--- config.mk ---
export PLATFORM = sky130hd
export DESIGN_NAME = fifo_sync_param_flat
export DESIGN_NICKNAME = d
export VERILOG_FILES = /design/src/rtl/fifo_sync_param_if.sv /design/src/rtl/fifo_sync_param.sv /design/src/flat_wrapper.sv
export SDC_FILE = /design/constraint.sdc
export NUM_CORES = 1
export LEC_CHECK = 0
export ABC_CLOCK_PERIOD_IN_PS = 5000
export CAP_MARGIN = 25
export CORE_ASPECT_RATIO = 1.75
export CORE_MARGIN = 5
export CORE_UTILIZATION = 40
export CTS_CLUSTER_DIAMETER = 40
export DETAILED_ROUTE_END_ITERATION = 16
export MAX_ROUTING_LAYER = met4
export PLACE_DENSITY = 0.63
export SETUP_SLACK_MARGIN = 0.02
export SYNTH_ARGS = -nofsm -noshare
export SYNTH_HDL_FRONTEND = slang
export SYNTH_SLANG_ARGS = --single-unit
export TNS_END_PERCENT = 1
--- constraint.sdc ---
create_clock -name clk -period 5 [get_ports clk]
set_input_delay 0.75 -clock clk [delete_from_list [all_inputs] [get_ports clk]]
set_output_delay 0.75 -clock clk [all_outputs]
set_load 0.02 [all_outputs]
--- src/rtl/fifo_sync_param_if.sv ---
// Producer/consumer bundle for fifo_sync_param: write side, read side, status flags and error flags.
// The master modport is the traffic source and sink; the slave modport is the FIFO itself.
interface fifo_sync_param_if #(
  parameter int DSIZE = 12,
  parameter int ASIZE = 3
);
  logic [DSIZE-1:0] wdata;
  logic             winc;
  logic             wfull;
  logic             wfull_almost;
  logic             rinc;
  logic [DSIZE-1:0] rdata;
  logic             rempty;
  logic             rempty_almost;
  logic [ASIZE:0]   count;
  logic             clr_err;
  logic             overflow;
  logic             underflow;

  modport master (
    output wdata, winc, rinc, clr_err,
    input  wfull, wfull_almost, rdata, rempty, rempty_almost, count, overflow, underflow
  );

  modport slave (
    input  wdata, winc, rinc, clr_err,
    output wfull, wfull_almost, rdata, rempty, rempty_almost, count, overflow, underflow
  );
endinterface

--- src/rtl/fifo_sync_param.sv ---
// Single-clock parametrised FIFO with programmable almost flags, occupancy and sticky error flags.
// Define FIFO_FWFT_EN for show-ahead read data; otherwise read data is registered on each pop.
module fifo_sync_param #(
  parameter int DSIZE     = 12,
  parameter int ASIZE     = 3,
  parameter int AFULL_TH  = (1 << ASIZE) - 1,
  parameter int AEMPTY_TH = 1
) (
  input logic              clk,
  input logic              rst,
  fifo_sync_param_if.slave bus
);
  localparam int DEPTH = 1 << ASIZE;
  localparam logic [ASIZE:0] CNT_FULL = (ASIZE+1)'(DEPTH);
  localparam logic [ASIZE:0] CNT_AF   = (ASIZE+1)'(AFULL_TH);
  localparam logic [ASIZE:0] CNT_AE   = (ASIZE+1)'(AEMPTY_TH);
  localparam logic [ASIZE:0] CNT_ONE  = (ASIZE+1)'(1);
  localparam logic [ASIZE-1:0] PTR_ONE = ASIZE'(1);

  logic [DSIZE-1:0] mem_q [DEPTH];
  logic [ASIZE-1:0] waddr_q, waddr_d;
  logic [ASIZE-1:0] raddr_q, raddr_d;
  logic [ASIZE:0]   count_q, count_d;
  logic             overflow_q, overflow_d;
  logic             underflow_q, underflow_d;
  logic             full, empty, wacc, racc;

  // Flags come from the count register only, so no input reaches an output combinationally.
  assign full  = (count_q == CNT_FULL);
  assign empty = (count_q == '0);
  assign wacc  = bus.winc & ~full & ~rst;
  assign racc  = bus.rinc & ~empty & ~rst;

  always_comb begin
    waddr_d     = waddr_q;
    raddr_d     = raddr_q;
    count_d     = count_q;
    overflow_d  = overflow_q & ~bus.clr_err;
    underflow_d = underflow_q & ~bus.clr_err;
    if (wacc) waddr_d = waddr_q + PTR_ONE;
    if (racc) raddr_d = raddr_q + PTR_ONE;
    case ({wacc, racc})
      2'b10:   count_d = count_q + CNT_ONE;
      2'b01:   count_d = count_q - CNT_ONE;
      default: count_d = count_q;
    endcase
    // A new error in the same cycle as clr_err keeps the flag set.
    if (bus.winc & full)  overflow_d  = 1'b1;
    if (bus.rinc & empty) underflow_d = 1'b1;
  end

  always_ff @(posedge clk) begin
    if (rst) begin
      waddr_q     <= '0;
      raddr_q     <= '0;
      count_q     <= '0;
      overflow_q  <= 1'b0;
      underflow_q <= 1'b0;
    end else begin
      waddr_q     <= waddr_d;
      raddr_q     <= raddr_d;
      count_q     <= count_d;
      overflow_q  <= overflow_d;
      underflow_q <= underflow_d;
    end
  end

  always_ff @(posedge clk) begin
    if (wacc) mem_q[waddr_q] <= bus.wdata;
  end

`ifdef FIFO_FWFT_EN
  assign bus.rdata = mem_q[raddr_q];
`else
  logic [DSIZE-1:0] rdata_q;

  always_ff @(posedge clk) begin
    if (rst)       rdata_q <= '0;
    else if (racc) rdata_q <= mem_q[raddr_q];
  end

  assign bus.rdata = rdata_q;
`endif

  assign bus.wfull         = full;
  assign bus.wfull_almost  = (count_q >= CNT_AF);
  assign bus.rempty        = empty;
  assign bus.rempty_almost = (count_q <= CNT_AE);
  assign bus.count         = count_q;
  assign bus.overflow      = overflow_q;
  assign bus.underflow     = underflow_q;
endmodule

--- src/flat_wrapper.sv ---
// flat-port wrapper written by rule: the top's interface ports become plain ports
module fifo_sync_param_flat 
#(
  parameter int DSIZE     = 12,
  parameter int ASIZE     = 3,
  parameter int AFULL_TH  = (1 << ASIZE) - 1,
  parameter int AEMPTY_TH = 1
)
  (clk, rst, bus_wdata, bus_winc, bus_rinc, bus_clr_err, bus_wfull, bus_wfull_almost, bus_rdata, bus_rempty, bus_rempty_almost, bus_count, bus_overflow, bus_underflow);
  fifo_sync_param_if #(.DSIZE(DSIZE), .ASIZE(ASIZE)) bus_i ();
  input logic clk;
  input logic rst;
  input wire logic [$bits(bus_i.wdata)-1:0] bus_wdata;
  input wire logic [$bits(bus_i.winc)-1:0] bus_winc;
  input wire logic [$bits(bus_i.rinc)-1:0] bus_rinc;
  input wire logic [$bits(bus_i.clr_err)-1:0] bus_clr_err;
  output wire logic [$bits(bus_i.wfull)-1:0] bus_wfull;
  output wire logic [$bits(bus_i.wfull_almost)-1:0] bus_wfull_almost;
  output wire logic [$bits(bus_i.rdata)-1:0] bus_rdata;
  output wire logic [$bits(bus_i.rempty)-1:0] bus_rempty;
  output wire logic [$bits(bus_i.rempty_almost)-1:0] bus_rempty_almost;
  output wire logic [$bits(bus_i.count)-1:0] bus_count;
  output wire logic [$bits(bus_i.overflow)-1:0] bus_overflow;
  output wire logic [$bits(bus_i.underflow)-1:0] bus_underflow;
  assign bus_i.wdata = bus_wdata;
  assign bus_i.winc = bus_winc;
  assign bus_i.rinc = bus_rinc;
  assign bus_i.clr_err = bus_clr_err;
  assign bus_wfull = bus_i.wfull;
  assign bus_wfull_almost = bus_i.wfull_almost;
  assign bus_rdata = bus_i.rdata;
  assign bus_rempty = bus_i.rempty;
  assign bus_rempty_almost = bus_i.rempty_almost;
  assign bus_count = bus_i.count;
  assign bus_overflow = bus_i.overflow;
  assign bus_underflow = bus_i.underflow;
  fifo_sync_param #(.DSIZE(DSIZE), .ASIZE(ASIZE), .AFULL_TH(AFULL_TH), .AEMPTY_TH(AEMPTY_TH)) u_core (.clk(clk), .rst(rst), .bus(bus_i));
endmodule
==> Yosys cells after proc, flatten, opt, wreduce, memory -nomap -nowiden <==
Memories as Yosys holds them, arrays and structs flattened. A register that Yosys moved wholly into a read port is not among the register bits.
Index checks and enable logic that the tools add are counted.
{ "op_classes": {"n_addsub": 4, "order_cmp": 2, "eq_ne": 3, "n_mux": 5, "n_bitwise": 12, "reduce_logical": 2} }
{ "op_table": {"columns": ["cell", "count"], "rows": [
  ["AND 1 bit", 8],
  ["one-hot mux 4 bit (2 select lines)", 1],
  ["adder 3 x 1 -> 3 bit (second input constant)", 2],
  ["adder 4 x 1 -> 4 bit (second input constant)", 1],
  ["equality test 4 bit (second input constant)", 1],
  [">= comparator 4 x 3 -> 1 bit (second input constant)", 1],
  ["<= comparator 4 x 1 -> 1 bit (second input constant)", 1],
  ["logical NOT 4 bit", 1],
  ["two-way mux 1 bit", 4],
  ["NOT 1 bit", 4],
  ["subtractor 4 x 1 -> 4 bit (second input constant)", 1],
  ["equality test 2 x 1 -> 1 bit (second input constant)", 1],
  ["equality test 2 bit (second input constant)", 1],
  ["nonzero test 2 bit", 1]
]} }
{ "word_totals": {"ff_bits": 12, "mem_bits_rw": 96, "inputBits": 17, "out_inout_bits": 22, "elab_cells": 34, "n_memories": 1} }
{ "memory_table": {"columns": ["name", "words", "word_bits", "read_ports", "rd_ports_with_merged_regs", "write_ports", "line_no", "rtl"], "rows": [
  ["u_core.mem_q", 8, 12, 1, 1, 1, "fifo_sync_param.sv:20", "logic [DSIZE-1:0] mem_q [DEPTH];"]
]} }

==> Depth between registers and ports, before layout <==
{ "logic_depth": {"depth_word": 6, "depth_mapped": 11, "depth_no_buf": 10} }

==> Least setup slack after synthesis <==
OpenSTA, ideal clock, no wires.
{ "synth_path": {"kind": "reg-to-reg", "from": "register u_core.count_q[0], in the netlist u_core.bus.count[0]", "to": "memory u_core.mem_q[0][0] (enable)", "setup_ns": 0.396, "arrival_time_ns": 2.318, "t_required_ns": 4.604, "slack_ns": 2.286, "path_stages_with_launch": 7, "n_path_buf": 0, "period_less_slack_ns": 2.714, "cell_sequence": "dfxtp_1 inv_1 ha_1 nand3b_1 nand2_1 or3_4 nor3_1"} }
{ "synth_via": {"elab_chain_len": 6} }
{ "synth_lines": {"columns": ["item", "line_no", "rtl"], "rows": [
  ["start, declared", "fifo_sync_param.sv:23", "logic [ASIZE:0] count_q, count_d;"],
  ["start signal, assigned", "fifo_sync_param.sv:62", "count_q <= count_d;"],
  ["equality test 4 bit", "fifo_sync_param.sv:29", "assign full = (count_q == CNT_FULL);"],
  ["NOT 1 bit", "fifo_sync_param.sv:31", "assign wacc = bus.winc & ~full & ~rst;"],
  ["AND 1 bit (2 in series)", "fifo_sync_param.sv:31", null],
  ["two-way mux 1 bit", "fifo_sync_param.sv:69", "if (wacc) mem_q[waddr_q] <= bus.wdata;"],
  ["two-way mux 1 bit (not written as such)", "fifo_sync_param.sv:69", null],
  ["end, declared", "fifo_sync_param.sv:20", null]
]} }
No other way between the ends.

==> Final worst setup path <==
{ "layout_path": {"from": "register u_core.count_q[1], in the netlist u_core.bus.count[1]", "to": "output port bus_rempty"} }
{ "layout_via": {"elab_chain_len": 1} }
{ "layout_lines": {"columns": ["item", "line_no", "rtl"], "rows": [
  ["logical NOT 4 bit", "fifo_sync_param.sv:30", "assign empty = (count_q == '0);"],
  ["end, declared", "flat_wrapper.sv:20", "output wire logic [$bits(bus_i.rempty)-1:0] bus_rempty;"]
]} }
No other way between the ends.

==> results.tsv <==
stage	metric	value	unit
final_layout	n_diodes	0	
cts	total CTS buffers	17	
placed_design	Cells after DPL	452	
floorplanning	Starting Density	40.9	%
global_route	GRT Overall Usage	16.5	%
cts	hold buffer count at CTS	0	
floorplanning	die height	154	um
logic_synthesis	Mapped Area	0.00473	mm2
logic_synthesis	Synth Area per Inst	16.2	um2
timing	max-slew violations	0	
global_route	largest net degree at the start of global routing	33	
logic_synthesis	Yosys Warn Count	0	
logic_synthesis	Synth cell types	36	
floorplanning	# rows	52	
power	leakage	1.95	nW
min_path	Worst Hold Path Cells	1	
final_layout	Nets	361	
timing	Worst slew margin	32.9	%
global_route	initial antenna violation count	0	
global_route	vias in the first global route	2661	
cts	post-cts repair resize count	0	
cts	H-tree depth	4	
global_route	global-route wire length before repair	15800	um
power	maximum VDD drop	0.000261	V
timing	Tmin final	3.01	ns
timing	Slew @ Worst Pin	1.00	ns
cts	CTS Root Cell	clkbuf_16	
min_path	Hold WC Path Type	flop to flop	
logic_synthesis	number of synthesized flops with an enable pin	96	
timing	final setup vio count	0	
cts	Skew-Pair Late Insertion Delay	0.41	ns
logic_synthesis	post-synth net total	315	
timing	RSZ-0062 raised after global routing	false	
cts	Clock Tree Buf Depth	2	
routing	initial drt markers	216	
global_route	GRT overflow	0	
critical_path	Critical Path Fanout Max	5	
critical_path	worst r2r dst	u_core.bus.count[3]$_SDFFE_PP0P_	
floorplanning	num ports	39	
critical_path	nature of the critical path startpoint	flop	
min_path	Hold EP	u_core.bus.rdata[6]$_SDFFE_PP0P_	
critical_path	worst r2r path cells	10	
routing	drt pass-1 iters	4	
floorplanning	Die Span X	92.2	um
logic_synthesis	Gate Count Post-Synth	292	
critical_path	reg2reg start	u_core.bus.count[0]$_SDFFE_PP0P_	
routing	routed vias/inst	5.51	
critical_path	critical path class	flop to output port	
floorplanning	core area	0.0116	mm2
final_layout	filler cell count	975	
cts	CTS tree	built	
timing	period utilization	60.1	%
min_path	hold_sp	u_core.bus.rdata[6]$_SDFFE_PP0P_	
routing	WL/cell	22.6	um
timing	Highest Clock Rate	0.333	GHz
placed_design	Final GP Congestion	0.909	
status	outcome	complete, no violations	
logic_synthesis	Seq/Total Area, Yosys	71.1	%
cts	Reg clk slew, reported paths	0.05	ns
critical_path	endpoint type of the worst setup path	output port	
critical_path	Worst Path Arrival	2.26	ns
final_layout	Final Non-Filler Cells	486	
timing	Hold Vio Cnt, Final	0	
timing	Setup Skew	0.0136	ns
timing	Final TNS setup	0	ns
final_layout	P&R area growth vs syn	24.0	%
power	power density cells	479	mW/mm2
routing	Post-DRT Antenna Nets	0	
routing	routed wire length	11000	um
routing	drt drc	0	
critical_path	CP required	4.25	ns
routing	vias after detailed routing	2676	
cts	clock sink count	120	
final_layout	layout cells sized above 1	12.0	%
placed_design	hpwl dp	7560	um
placed_design	I/O Buffers	38	
logic_synthesis	number of synthesized register bits	120	
logic_synthesis	Async SR Flop Fraction	0	%
job	MaxCap Viol Count	0	
floorplanning	die area	0.0142	mm2
cts	setup repair bufs after CTS	0	
critical_path	r2r setup slk	2.21	ns
logic_synthesis	prevailing post-synth register cell	edfxtp_1	
## kinds of logic (layout without fill, tap and decap cells)
group / Yosys count / count (layout) / share of synthesized area (%)
xor gates and xnor gates: 7 / 7 / 1.30
adders and majority gates: 6 / 6 / 1.59
DFF: 120 / 120 / 71.1
AOI/OAI and AO/OA: 46 / 46 / 7.61
buffers and inverters: 18 / 77 / 2.67
and+or+nand+nor: 46 / 46 / 5.42
muxes: 49 / 49 / 10.4
## cells in the final DEF, fill, tap and decap left out, drive strengths merged, types with 2 or more instances in the layout
cell            n
nand4b          2
xor2            6
nor3            3
clkbuf         24
a21oi           7
edfxtp         96
nand3           4
a22oi          24
nand2b          2
clkinv          3
mux2i          49
nor2b           5
ha              6
buf             3
clkdlybuf4s50  38
nor2           18
dfxtp          24
bufinv          5
nand2           5
a32o           12
inv             4
or3             2
## cells in the mapped netlist (5+ instances only)
| cell type | n | area share, % |
|---|---|---|
| a22oi_1 | 24 | 3.8 |
| a21oi_1 | 6 | 0.63 |
| nor2b_1 | 5 | 0.66 |
| ha_1 | 6 | 1.6 |
| mux2i_1 | 49 | 10 |
| xor2_1 | 6 | 1.1 |
| a32o_1 | 12 | 2.5 |
| dfxtp_1 | 24 | 10 |
| nor2_1 | 17 | 1.3 |
| edfxtp_1 | 96 | 61 |
## critical path, stage by stage, from the launching register on
cell	delay [ns]
dfxtp_1	0.35
inv_1	0.11
ha_1	0.22
or3b_4	0.45
inv_1	0.09
clkdlybuf4s50_1	0.63
## how the worst max path moves through the flow
stage                                                start                            to  cells past startpoint
after floorplan           u_core.bus.count[0]$_SDFFE_PP0P_  u_core.mem_q[0][0]$_DFFE_PP_                      6
after global placement                                 rst  u_core.mem_q[5][6]$_DFFE_PP_                      3
after detailed placement                               rst  u_core.mem_q[5][2]$_DFFE_PP_                      3
after CTS                 u_core.bus.count[1]$_SDFFE_PP0P_                    bus_rempty                      5
after global routing      u_core.bus.count[0]$_SDFFE_PP0P_                    bus_rempty                      5
final                     u_core.bus.count[1]$_SDFFE_PP0P_                    bus_rempty                      5
## metal layers
layer / track usage (%) / vias up / wire length (um)
li1: - / 1235 / -
met1: 16.0 / 1324 / 3820
met2: 29.7 / 100 / 6150
met3: 4.74 / 17 / 529
met4: 7.94 / 0 / 462
met5: - / - / 0
## state kept, by name, summed over array words and instances (netlist names)
| name | count |
|---|---|
| u_core.bus.underflow | 1 |
| u_core.bus.overflow | 1 |
| u_core.mem_q | 96 |
| u_core.bus.rdata | 12 |
| u_core.raddr_q | 3 |
| u_core.waddr_q | 3 |
| u_core.bus.count | 4 |
## layout make-up
class                      count  area, um2  share of cell area, %
multi-input combinational    154       1250                   21.4
tap                          135        169                   2.88
timing repair buffer          41        403                   6.86
clock inverter                 8        164                   2.79
sequential                   120       3360                   57.3
clock buffer                  24        502                   8.55
inverter                       4       15.0                  0.256
## power breakdown
group          total (mW)  switching, mW  internal, mW
logic               0.310          0.167         0.144
registers            1.16         0.0496          1.11
clock network        1.34          0.391         0.947
## per-stage QoR
step / setup slack, ns / utilization, % / power, mW / hold slack (ns) / instance area, um2
6_report: 1.99 / 50.7 / 2.81 / 0.467 / 5870
4_1_cts: 1.96 / 50.6 / 2.83 / 0.475 / 5860
3_5_place_dp: 1.67 / 44.8 / 1.49 / 0.463 / 5190
2_1_floorplan: 2.29 / - / 1.37 / 0.478 / 4730
5_1_grt: 1.89 / 50.7 / 2.90 / 0.491 / 5870
3_3_place_gp: 1.73 / 44.8 / 1.49 / 0.463 / 5190
Power figures use the tool's default switching activity.
